[src/rtl/midi_uart_rx_pkg.sv]
// midi_pkg: shared types and constants for the MIDI IN receive path.
//   rx_state_t      - receiver FSM state encoding
//   MIDI_DATA_BITS  - data bits per MIDI frame (8N1)
//   MIDI_IDLE_LEVEL - line level of an idle MIDI current loop
package midi_pkg;

    typedef enum logic [2:0] {
        IDLE,
        START,
        DATA,
        STOP,
        WAIT_IDLE
    } rx_state_t;

    localparam int unsigned MIDI_DATA_BITS  = 8;
    localparam logic        MIDI_IDLE_LEVEL = 1'b1;

endpackage

[src/rtl/midi_uart_rx_if.sv]
// midi_uart_rx_if: byte handshake between the MIDI receiver and the
// downstream byte FIFO / router control.
//   data_o    - received byte (FIFO data_i)
//   wr        - one-cycle FIFO write strobe
//   full_n    - FIFO not-full; low blocks the write
//   clr_err   - one-cycle clear of the sticky overrun flag
//   frame_err - one-cycle pulse on a bad stop bit
//   overrun   - sticky: a good byte was dropped on a full FIFO
//   busy      - receiver is mid-frame
// master: the receiver.  slave: the FIFO / router side.
interface midi_uart_rx_if;
    import midi_pkg::*;

    logic [MIDI_DATA_BITS-1:0] data_o;
    logic                      wr;
    logic                      full_n;
    logic                      clr_err;
    logic                      frame_err;
    logic                      overrun;
    logic                      busy;

    modport master (
        output data_o, wr, frame_err, overrun, busy,
        input  full_n, clr_err
    );

    modport slave (
        input  data_o, wr, frame_err, overrun, busy,
        output full_n, clr_err
    );

endinterface

[src/rtl/midi_uart_rx_sync_2ff.sv]
// sync_2ff: single-bit two-flop synchroniser for asynchronous inputs.
//   clk   - destination clock
//   rst_n - asynchronous active-low reset; both flops load RST_VAL
//   d     - asynchronous input
//   q     - synchronised output (2 cycles of latency)
module sync_2ff #(
    parameter logic RST_VAL = 1'b1
) (
    input  logic clk,
    input  logic rst_n,
    input  logic d,
    output logic q
);

    logic meta;

    always_ff @(posedge clk or negedge rst_n) begin
        if (!rst_n) begin
            meta <= RST_VAL;
            q    <= RST_VAL;
        end else begin
            meta <= d;
            q    <= meta;
        end
    end

endmodule

[src/rtl/midi_uart_rx.sv]
// midi_uart_rx: oversampling 8N1 MIDI IN receiver feeding the byte FIFO.
//   clk    - system clock, rising edge
//   reset  - asynchronous active-low reset
//   rx_i   - raw MIDI IN line (idle high, asynchronous)
//   bus    - master side of midi_uart_rx_if: data_o/wr toward the FIFO,
//            full_n from it, frame_err/overrun/busy/clr_err with router control
// Each frame is sampled mid-bit: the start bit after CLKS_PER_BIT/2 cycles,
// then every CLKS_PER_BIT cycles for 8 data bits (LSB first) and the stop bit.
module midi_uart_rx
    import midi_pkg::*;
#(
    parameter int unsigned CLKS_PER_BIT = 16,
    parameter int unsigned CNT_W        = $clog2(CLKS_PER_BIT)
) (
    input  logic           clk,
    input  logic           reset,
    input  logic           rx_i,
    midi_uart_rx_if.master bus
);

    localparam int unsigned        IDX_W     = $clog2(MIDI_DATA_BITS);
    localparam logic [CNT_W-1:0]   BIT_LAST  = CNT_W'(CLKS_PER_BIT - 1);
    localparam logic [CNT_W-1:0]   HALF_LAST = CNT_W'(CLKS_PER_BIT / 2 - 1);
    localparam logic [IDX_W-1:0]   IDX_LAST  = IDX_W'(MIDI_DATA_BITS - 1);

    rx_state_t                 state;
    logic [CNT_W-1:0]          cnt;
    logic [IDX_W-1:0]          bit_idx;
    logic [MIDI_DATA_BITS-1:0] shift;
    logic                      rx_s;

    sync_2ff #(
        .RST_VAL (MIDI_IDLE_LEVEL)
    ) u_sync (
        .clk   (clk),
        .rst_n (reset),
        .d     (rx_i),
        .q     (rx_s)
    );

    always_ff @(posedge clk or negedge reset) begin
        if (!reset) begin
            state         <= IDLE;
            cnt           <= '0;
            bit_idx       <= '0;
            shift         <= '0;
            bus.data_o    <= '0;
            bus.wr        <= 1'b0;
            bus.frame_err <= 1'b0;
            bus.overrun   <= 1'b0;
            bus.busy      <= 1'b0;
        end else begin
            bus.wr        <= 1'b0;
            bus.frame_err <= 1'b0;

            // Clear first; a drop in the same cycle re-sets it below and wins.
            if (bus.clr_err) begin
                bus.overrun <= 1'b0;
            end

            case (state)
                IDLE: begin
                    if (rx_s != MIDI_IDLE_LEVEL) begin
                        state    <= START;
                        cnt      <= '0;
                        bus.busy <= 1'b1;
                    end
                end

                START: begin
                    if (cnt == HALF_LAST) begin
                        cnt <= '0;
                        if (rx_s != MIDI_IDLE_LEVEL) begin
                            state   <= DATA;
                            bit_idx <= '0;
                        end else begin
                            // Start bit did not survive to mid-bit: glitch.
                            state    <= IDLE;
                            bus.busy <= 1'b0;
                        end
                    end else begin
                        cnt <= cnt + 1'b1;
                    end
                end

                DATA: begin
                    if (cnt == BIT_LAST) begin
                        cnt     <= '0;
                        shift   <= {rx_s, shift[MIDI_DATA_BITS-1:1]};
                        bit_idx <= bit_idx + 1'b1;
                        if (bit_idx == IDX_LAST) begin
                            state <= STOP;
                        end
                    end else begin
                        cnt <= cnt + 1'b1;
                    end
                end

                STOP: begin
                    if (cnt == BIT_LAST) begin
                        cnt <= '0;
                        if (rx_s == MIDI_IDLE_LEVEL) begin
                            state    <= IDLE;
                            bus.busy <= 1'b0;
                            if (bus.full_n) begin
                                bus.data_o <= shift;
                                bus.wr     <= 1'b1;
                            end else begin
                                bus.overrun <= 1'b1;
                            end
                        end else begin
                            bus.frame_err <= 1'b1;
                            state         <= WAIT_IDLE;
                        end
                    end else begin
                        cnt <= cnt + 1'b1;
                    end
                end

                WAIT_IDLE: begin
                    // Hold off until the line returns idle so a break
                    // cannot be mistaken for a stream of start bits.
                    if (rx_s == MIDI_IDLE_LEVEL) begin
                        state    <= IDLE;
                        bus.busy <= 1'b0;
                    end
                end

                default: begin
                    state    <= IDLE;
                    cnt      <= '0;
                    bus.busy <= 1'b0;
                end
            endcase
        end
    end

endmodule

[src/flat_wrapper.sv]
// flat-port wrapper written by rule: the top's interface ports become plain ports
module midi_uart_rx_flat import midi_pkg::*;
#(
    parameter int unsigned CLKS_PER_BIT = 16,
    parameter int unsigned CNT_W        = $clog2(CLKS_PER_BIT)
)
  (clk, reset, rx_i, bus_data_o, bus_wr, bus_frame_err, bus_overrun, bus_busy, bus_full_n, bus_clr_err);
  midi_uart_rx_if bus_i ();
  input  logic clk;
  input  logic reset;
  input  logic rx_i;
  output wire logic [$bits(bus_i.data_o)-1:0] bus_data_o;
  output wire logic [$bits(bus_i.wr)-1:0] bus_wr;
  output wire logic [$bits(bus_i.frame_err)-1:0] bus_frame_err;
  output wire logic [$bits(bus_i.overrun)-1:0] bus_overrun;
  output wire logic [$bits(bus_i.busy)-1:0] bus_busy;
  input wire logic [$bits(bus_i.full_n)-1:0] bus_full_n;
  input wire logic [$bits(bus_i.clr_err)-1:0] bus_clr_err;
  assign bus_data_o = bus_i.data_o;
  assign bus_wr = bus_i.wr;
  assign bus_frame_err = bus_i.frame_err;
  assign bus_overrun = bus_i.overrun;
  assign bus_busy = bus_i.busy;
  assign bus_i.full_n = bus_full_n;
  assign bus_i.clr_err = bus_clr_err;
  midi_uart_rx #(.CLKS_PER_BIT(CLKS_PER_BIT), .CNT_W(CNT_W)) u_core (.clk(clk), .reset(reset), .rx_i(rx_i), .bus(bus_i));
endmodule
[config.mk]
export PLATFORM = sky130hd
export DESIGN_NAME = midi_uart_rx_flat
export DESIGN_NICKNAME = d
export VERILOG_FILES = /design/src/rtl/midi_uart_rx_pkg.sv /design/src/rtl/midi_uart_rx_if.sv /design/src/rtl/midi_uart_rx_sync_2ff.sv /design/src/rtl/midi_uart_rx.sv /design/src/flat_wrapper.sv
export SDC_FILE = /design/constraint.sdc
export NUM_CORES = 1
export LEC_CHECK = 0
export ABC_AREA = 1
export BUFFER_PORTS_ARGS = -buffer_cell sky130_fd_sc_hd__buf_2
export CAP_MARGIN = 5
export CORE_ASPECT_RATIO = 1.5
export CORE_MARGIN = 4
export CORE_UTILIZATION = 50
export DETAILED_ROUTE_END_ITERATION = 10
export GPL_TIMING_DRIVEN = 0
export HOLD_SLACK_MARGIN = 0.02
export PLACE_DENSITY = 0.83
export SLEW_MARGIN = 0
export SYNTH_ARGS = -nofsm -noshare
export SYNTH_HDL_FRONTEND = slang
export SYNTH_SLANG_ARGS = --single-unit
[constraint.sdc]
create_clock -name clk -period 1.3 [get_ports clk]
set_input_delay 0.26 -clock clk [delete_from_list [all_inputs] [get_ports clk]]
set_output_delay 0.26 -clock clk [all_outputs]
set_load 0.005 [all_outputs]
=== Word-level counts from Yosys, hierarchy flattened ===
Index checks and enable logic that the tools add are counted.

* Bits in registers: 32
* Input port bits: 5

* Bitwise gates (word level): 2
* Reduce and logical (&&, ||, !) cells: 9
* Add/subtract/negate cells: 2
* Muxes and demuxes: 34
* Eq/ne operators: 14

{| class="wikitable"
|+ Operators by type and width
! operator !! number
|-
| two-way mux 3 bit || 10
|-
| two-way mux 1 bit || 16
|-
| case mux 4 bit (4 select lines) || 1
|-
| case mux 3 bit (5 select lines) || 1
|-
| two-way mux 4 bit || 3
|-
| AND reduction 4 bit || 3
|-
| != test 2 x 1 -> 1 bit, second input constant || 4
|-
| == test 3 x 2 -> 1 bit, second input constant || 2
|-
| == test 3 bit, second input constant || 2
|-
| != test 2 bit, second input constant || 3
|-
| case mux 3 bit (2 select lines) || 1
|-
| AND reduction 6 bit || 1
|-
| case mux 1 bit (5 select lines) || 1
|-
| adder 4 x 1 -> 4 bit, second input constant || 1
|-
| == test 4 x 3 -> 1 bit, second input constant || 1
|-
| == test 4 bit, second input constant || 1
|-
| AND reduction 2 bit || 2
|-
| adder 3 x 1 -> 3 bit, second input constant || 1
|-
| == test 3 x 1 -> 1 bit, second input constant || 1
|-
| logical NOT 3 bit || 1
|-
| two-way mux 2 bit || 1
|-
| inverter 1 bit || 2
|-
| nonzero test 2 bit || 1
|-
| OR reduction 2 bit || 1
|}

=== Logic depth before layout (Yosys ltp) ===
* Depth in word-level cells: 5
* Depth in mapped cells: 9

=== By module ===
A second synthesis with hierarchy kept.

* Cells, all modules: 159
* Area total of the unflattened synthesis: 1511.4 um^2

{| class="wikitable"
|+ By module, submodules not included
! module !! instances !! cells each !! area each (um^2) !! sequential area each (um^2)
|-
| midi_uart_rx || 1 || 157 || 1458.9 || 750.7
|-
| sync_2ff || 1 || 2 || 52.6 || 52.6
|}

=== Worst setup path after synthesis ===
Ideal clock, no wire load.

* Path kind: register to register
* From: register u_core.cnt[0]
* To: register u_core.bus.data_o[7]
* Path slack: -0.076 ns
* Setup time: 0.117 ns
* Data arrival time: 1.259 ns
* Clock period less this slack: 1.376 ns
* Required time: 1.183 ns
* Stages on the path, launching flop included: 8
* Cell sequence: dfrtp_1 ha_1 nand3_4 nor2_4 nand3_4 buf_6 nand2_2 o21ai_2

* Word-level cells in the longest chain between the ends: 2

{| class="wikitable"
|+ Ends and longest elaborated chain
! what !! RTL line !! text
|-
| from (decl) || midi_uart_rx.sv:27 || <nowiki>logic [CNT_W-1:0] cnt;</nowiki>
|-
| from (signal assigned) || midi_uart_rx.sv:82 || <nowiki>cnt <= cnt + 1'b1;</nowiki>
|-
| from (signal assigned) || midi_uart_rx.sv:95 || <nowiki>cnt <= cnt + 1'b1;</nowiki>
|-
| from (signal assigned) || midi_uart_rx.sv:116 || <nowiki>cnt <= cnt + 1'b1;</nowiki>
|-
| == test 4 bit || midi_uart_rx.sv:100 || <nowiki>if (cnt == BIT_LAST) begin</nowiki>
|-
| AND reduction 4 bit (no line) || n/a ||
|-
| to (signal assigned) || midi_uart_rx.sv:106 || <nowiki>bus.data_o <= shift;</nowiki>
|-
| to (decl) || midi_uart_rx_if.sv:23 || <nowiki>output data_o, wr, frame_err, overrun, busy,</nowiki>
|}

No other way between the ends.
A chain may end at the register's enable or synchronous reset.

=== Worst setup path in the final report ===
* From: register u_core.cnt[1]
* To: register u_core.state[2]

* Word-level cells in the longest chain between the ends: 3

{| class="wikitable"
|+ Ends and longest elaborated chain
! what !! RTL line !! text
|-
| == test 4 bit or == test 4 x 3 -> 1 bit (tied branches) || midi_uart_rx.sv:87, midi_uart_rx.sv:100, midi_uart_rx.sv:71 ||
|-
| != test 2 x 1 -> 1 bit (no line) || n/a ||
|-
| AND reduction 6 bit (no line) (*) || n/a ||
|-
| to (signal assigned) || midi_uart_rx.sv:92 || <nowiki>state <= STOP;</nowiki>
|-
| to (signal assigned) || midi_uart_rx.sv:103 || <nowiki>state <= IDLE;</nowiki>
|-
| to (signal assigned) || midi_uart_rx.sv:113 || <nowiki>state <= WAIT_IDLE;</nowiki>
|-
| to (decl) || midi_uart_rx.sv:26 || <nowiki>rx_state_t state;</nowiki>
|}

Every way passes the cells marked *; elsewhere a longest branch is shown, timed or not.

==> metrics.md <==
| Metric | Value |
|---|---|
| Outcome | finished with violations |
| Failing checks | setup timing |
| XOR/XNOR share of the synthesized area | 0% |
| CTS Sinks | 32 |
| Setup violations, final | 21 |
| Syn Inst Count | 172 |
| Final hold vios | 0 |
| DPL Wire Length | 2.079 mm |
| Routed wire length per instance | 13.71 µm |
| Final worst slack | -77.37 ps |
| First-pass GRT wire length | 5.761 mm |
| DRT Pass-1 Iters | 4 |
| Leak Pwr | 0.9811 nW |
| IO Pins | 17 |
| Post-synth top area share | 48.35% |
| Cell mode on critical path | nand2_2 |
| Largest fanout on the critical path | 7 |
| Minimum clock period | 1377 ps |
| H-tree Lvls | 2 |
| CP cell instances | ha_4 -> nand3_4 -> nand2_2 -> nand2_2 -> nor2_4 -> buf_4 -> nand3_2 -> nand2_1 |
| VDD IR max | around 1300 µV |
| GPL Wtd Cong | 0.8318 |
| Relative slew slack | 53.68% |
| Largest net degree at the start of global routing | 33 |
| Async SR Flop Fraction | between 90% and 100% |
| Total core area | between 2000 and 3000 µm² |
| Detailed-route via count | 1269 |
| Critical-path top delay cell | dfrtp_1 |
| Post-synthesis simple-gate area fraction | 28.61% |
| Max clock buf depth | 2 |
| Die area | about 4100 µm² |
| Area delta synth->final | 29.73% |
| Clock-pin slew on the worst setup and hold paths | about 60 ps |
| Worst Tran Pin Value | slightly below 700 ps |
| # placed instances | 227 |
| Cts bufs inserted | 5 |
| Clock skew | ~2.1 ps |
| Gr usage total | 18.90% |
| Chip height | 76.25 µm |
| Synth Net Count | 180 |
| DR vias/cell | 5.117 |
| Share of cells above drive strength 1 | between 40% and 50% |
| Setup crit start | u_core.cnt[1]$_DFFE_PN0P_ |
| Synth Area per Inst | around 9 µm² |
| Total power | ~0.0033 W |
| Total gr overflow | 0 |
| Fin. max-slew vios | 0 |
| Critical R2R Capture | u_core.state[2]$_DFFE_PN0P_ |
| Most common cell after layout, fill and taps aside | nand2_1 |
| Ys flop type | dfrtp_1 |
| Fin Setup TNS | -892.0 ps |
| Post-synth EDFFs | 0 |
| Crit Reg-Reg Startpoint | u_core.cnt[1]$_DFFE_PN0P_ |
| Non-Filler Instances | 248 |
| Synthesis-stage register bit count | 32 |
| Data arrival, critical path | 1600 ps |
| Top Family by Delay on Critical Path | simple AND/OR/NAND/NOR gates |
| Clock Latency Late Sink | 280 ps |
| Compound-Gate Fraction of Synth Area | 10.48% |
| Unrepaired setup endpoints after global routing | yes |
| CTS tree | built |
| NumNets Final | roughly 220 |
| Vias in the first global route | 1331 |
| Main combinational cell family by area after synthesis | simple AND/OR/NAND/NOR gates |
| Fmax achieved | 726.0 MHz |
| Required time worst endpoint | 1520 ps |
| Final antenna-violating net count | 0 |
| # hold bufs at CTS | 0 |
| Commonest cells after routing, fill and taps aside | nand2_1, dfrtp_1, inv_1, buf_2, buf_4 |
| Die W | 53.50 µm |
| Flop-to-flop setup slack | -80 ps |
| Worst Reg-to-Reg Cells | 8 |
| CP peak stage delay | just under 400 ps |
| Post-Synth Adder-Cell Area | 2.417% |
| Critical path type | reg2reg |
| Antenna violations before repair | 0 |
| Max-cap violations | 0 |
| Tightest Hold Check Type | in2async |
| Core Rows | 24 |
| Crit path launch type | flop |
| Hold_ws | around 17 ps |
| Root Driver | clkbuf_8 |
| Crit end category | flop |
| Register area share after synthesis | between 50% and 60% |
| Worst path bufs/invs | 1 |
| DRT iter0 DRCs | 28 |
| Netlist cell types | 23 |
| Port Buffers | 16 |
| DRC viols | 0 |
| Synth warnings | 0 |
| Tcrit/Tclk final | 106.0% |
| Initial Utilization | a little over half |
| Synthesized area | around 1600 µm² |
| Mux share of post-synthesis cell area | 0% |
| N_diodes | 0 |
| Post-Route WL | 3.400 mm |
| Top post-synthesis cells by area | dfrtp_1, nand2_1, inv_1, o21ai_2, nand3_1 |
| Power per cell area | 1656 nW/µm² |
| Synth area leader | dfrtp_1 |
| Finished Core Util | 68.45% |
## layout make-up
| class | instances | area, µm² |
|---|---|---|
| fillers | 236 | 928.4 |
| flip-flops and latches | 32 | 807.0 |
| multi-input cells | 116 | 752.0 |
| repair buffers | 29 | 190.2 |
| clock buffers | 8 | 100.1 |
| inverters | 22 | 85.08 |
| well taps | 39 | 48.80 |
| plain buffers | 2 | 31.28 |
## synth_stat cells (2+ instances only)
library cell   n
o21ai_1        8
inv_2          2
nor2_4         3
a21oi_1        2
o21ai_2        8
nor2_1         7
dfstp_2        2
nand2_2        5
nand3_1       12
dfrtp_1       30
o21ai_0        7
buf_6          2
ha_1           3
nor2_2         5
inv_1         20
nand2_1       46
nand3_4        3
nor3_1         2
## metrics by stage
| stage | instance area, µm² | setup slack (ps) |
|---|---|---|
| 3_3_place_gp | 1694 | -123.7 |
| 2_1_floorplan | 1565 | 12.06 |
| 5_1_grt | 2014 | -167.9 |
| 6_report | 2014 | -77.37 |
| 3_5_place_dp | 1694 | -161.4 |
| 4_1_cts | 1919 | -54.20 |
## sequential cells by signal, summed over array words and instances (netlist names)
signal                count
u_core.state              3
u_core.u_sync.q           1
u_core.bus.data_o         8
u_core.bit_idx            3
u_core.u_sync.meta        1
u_core.bus.overrun        1
u_core.cnt                4
u_core.bus.busy           1
u_core.bus.frame_err      1
u_core.shift              8
u_core.bus.wr             1
## kinds of logic after synthesis
logic type / Yosys count
and+or+nand+nor: 87
buffers and inverters: 24
AOI/OAI and AO/OA: 26
adders and majority gates: 3
DFF: 32
## where the power goes
part | total [W] | switching (W) | internal (W)
sequential | 0.00126 | 0.000144 | 0.00112
clock | 0.000841 | 0.000358 | 0.000483
combinational | 0.00123 | 0.000751 | 0.000483
## per-layer routing
| layer | wire (µm) | GRT usage (%) |
|---|---|---|
| met5 | 0 | 0 |
| met4 | 95 | 8.696 |
| met3 | 149 | 5.284 |
| met2 | 1898 | 31.94 |
| met1 | 1256 | 20.93 |
## worst register-to-register path, stage by stage, from the launching register on
cell	delay, ps
dfrtp_1	390
ha_4	170
nand3_4	150
nand2_2	140
nand2_2	70
nor2_4	150
buf_4	140
nand3_2	50
nand2_1	60
## how the worst max path moves through the flow
stage,to,depth (start not counted)
floorplan,u_core.bus.data_o[7]$_DFFE_PN0P_,7
global placement,u_core.bus.data_o[0]$_DFFE_PN0P_,7
detailed placement,u_core.state[1]$_DFFE_PN0P_,8
global route,u_core.state[1]$_DFFE_PN0P_,8
finish,u_core.state[2]$_DFFE_PN0P_,8
CTS,u_core.bus.data_o[0]$_DFFE_PN0P_,7
## what timing repair did
item                                    4_1_cts  5_1_grt
gates resized for setup                      22       15
pin swaps                                     3        3
setup buffers                                 7        6
endpoints found under the setup margin       25       24
cloned                                        0        0
Power figures use the tool's default switching activity.
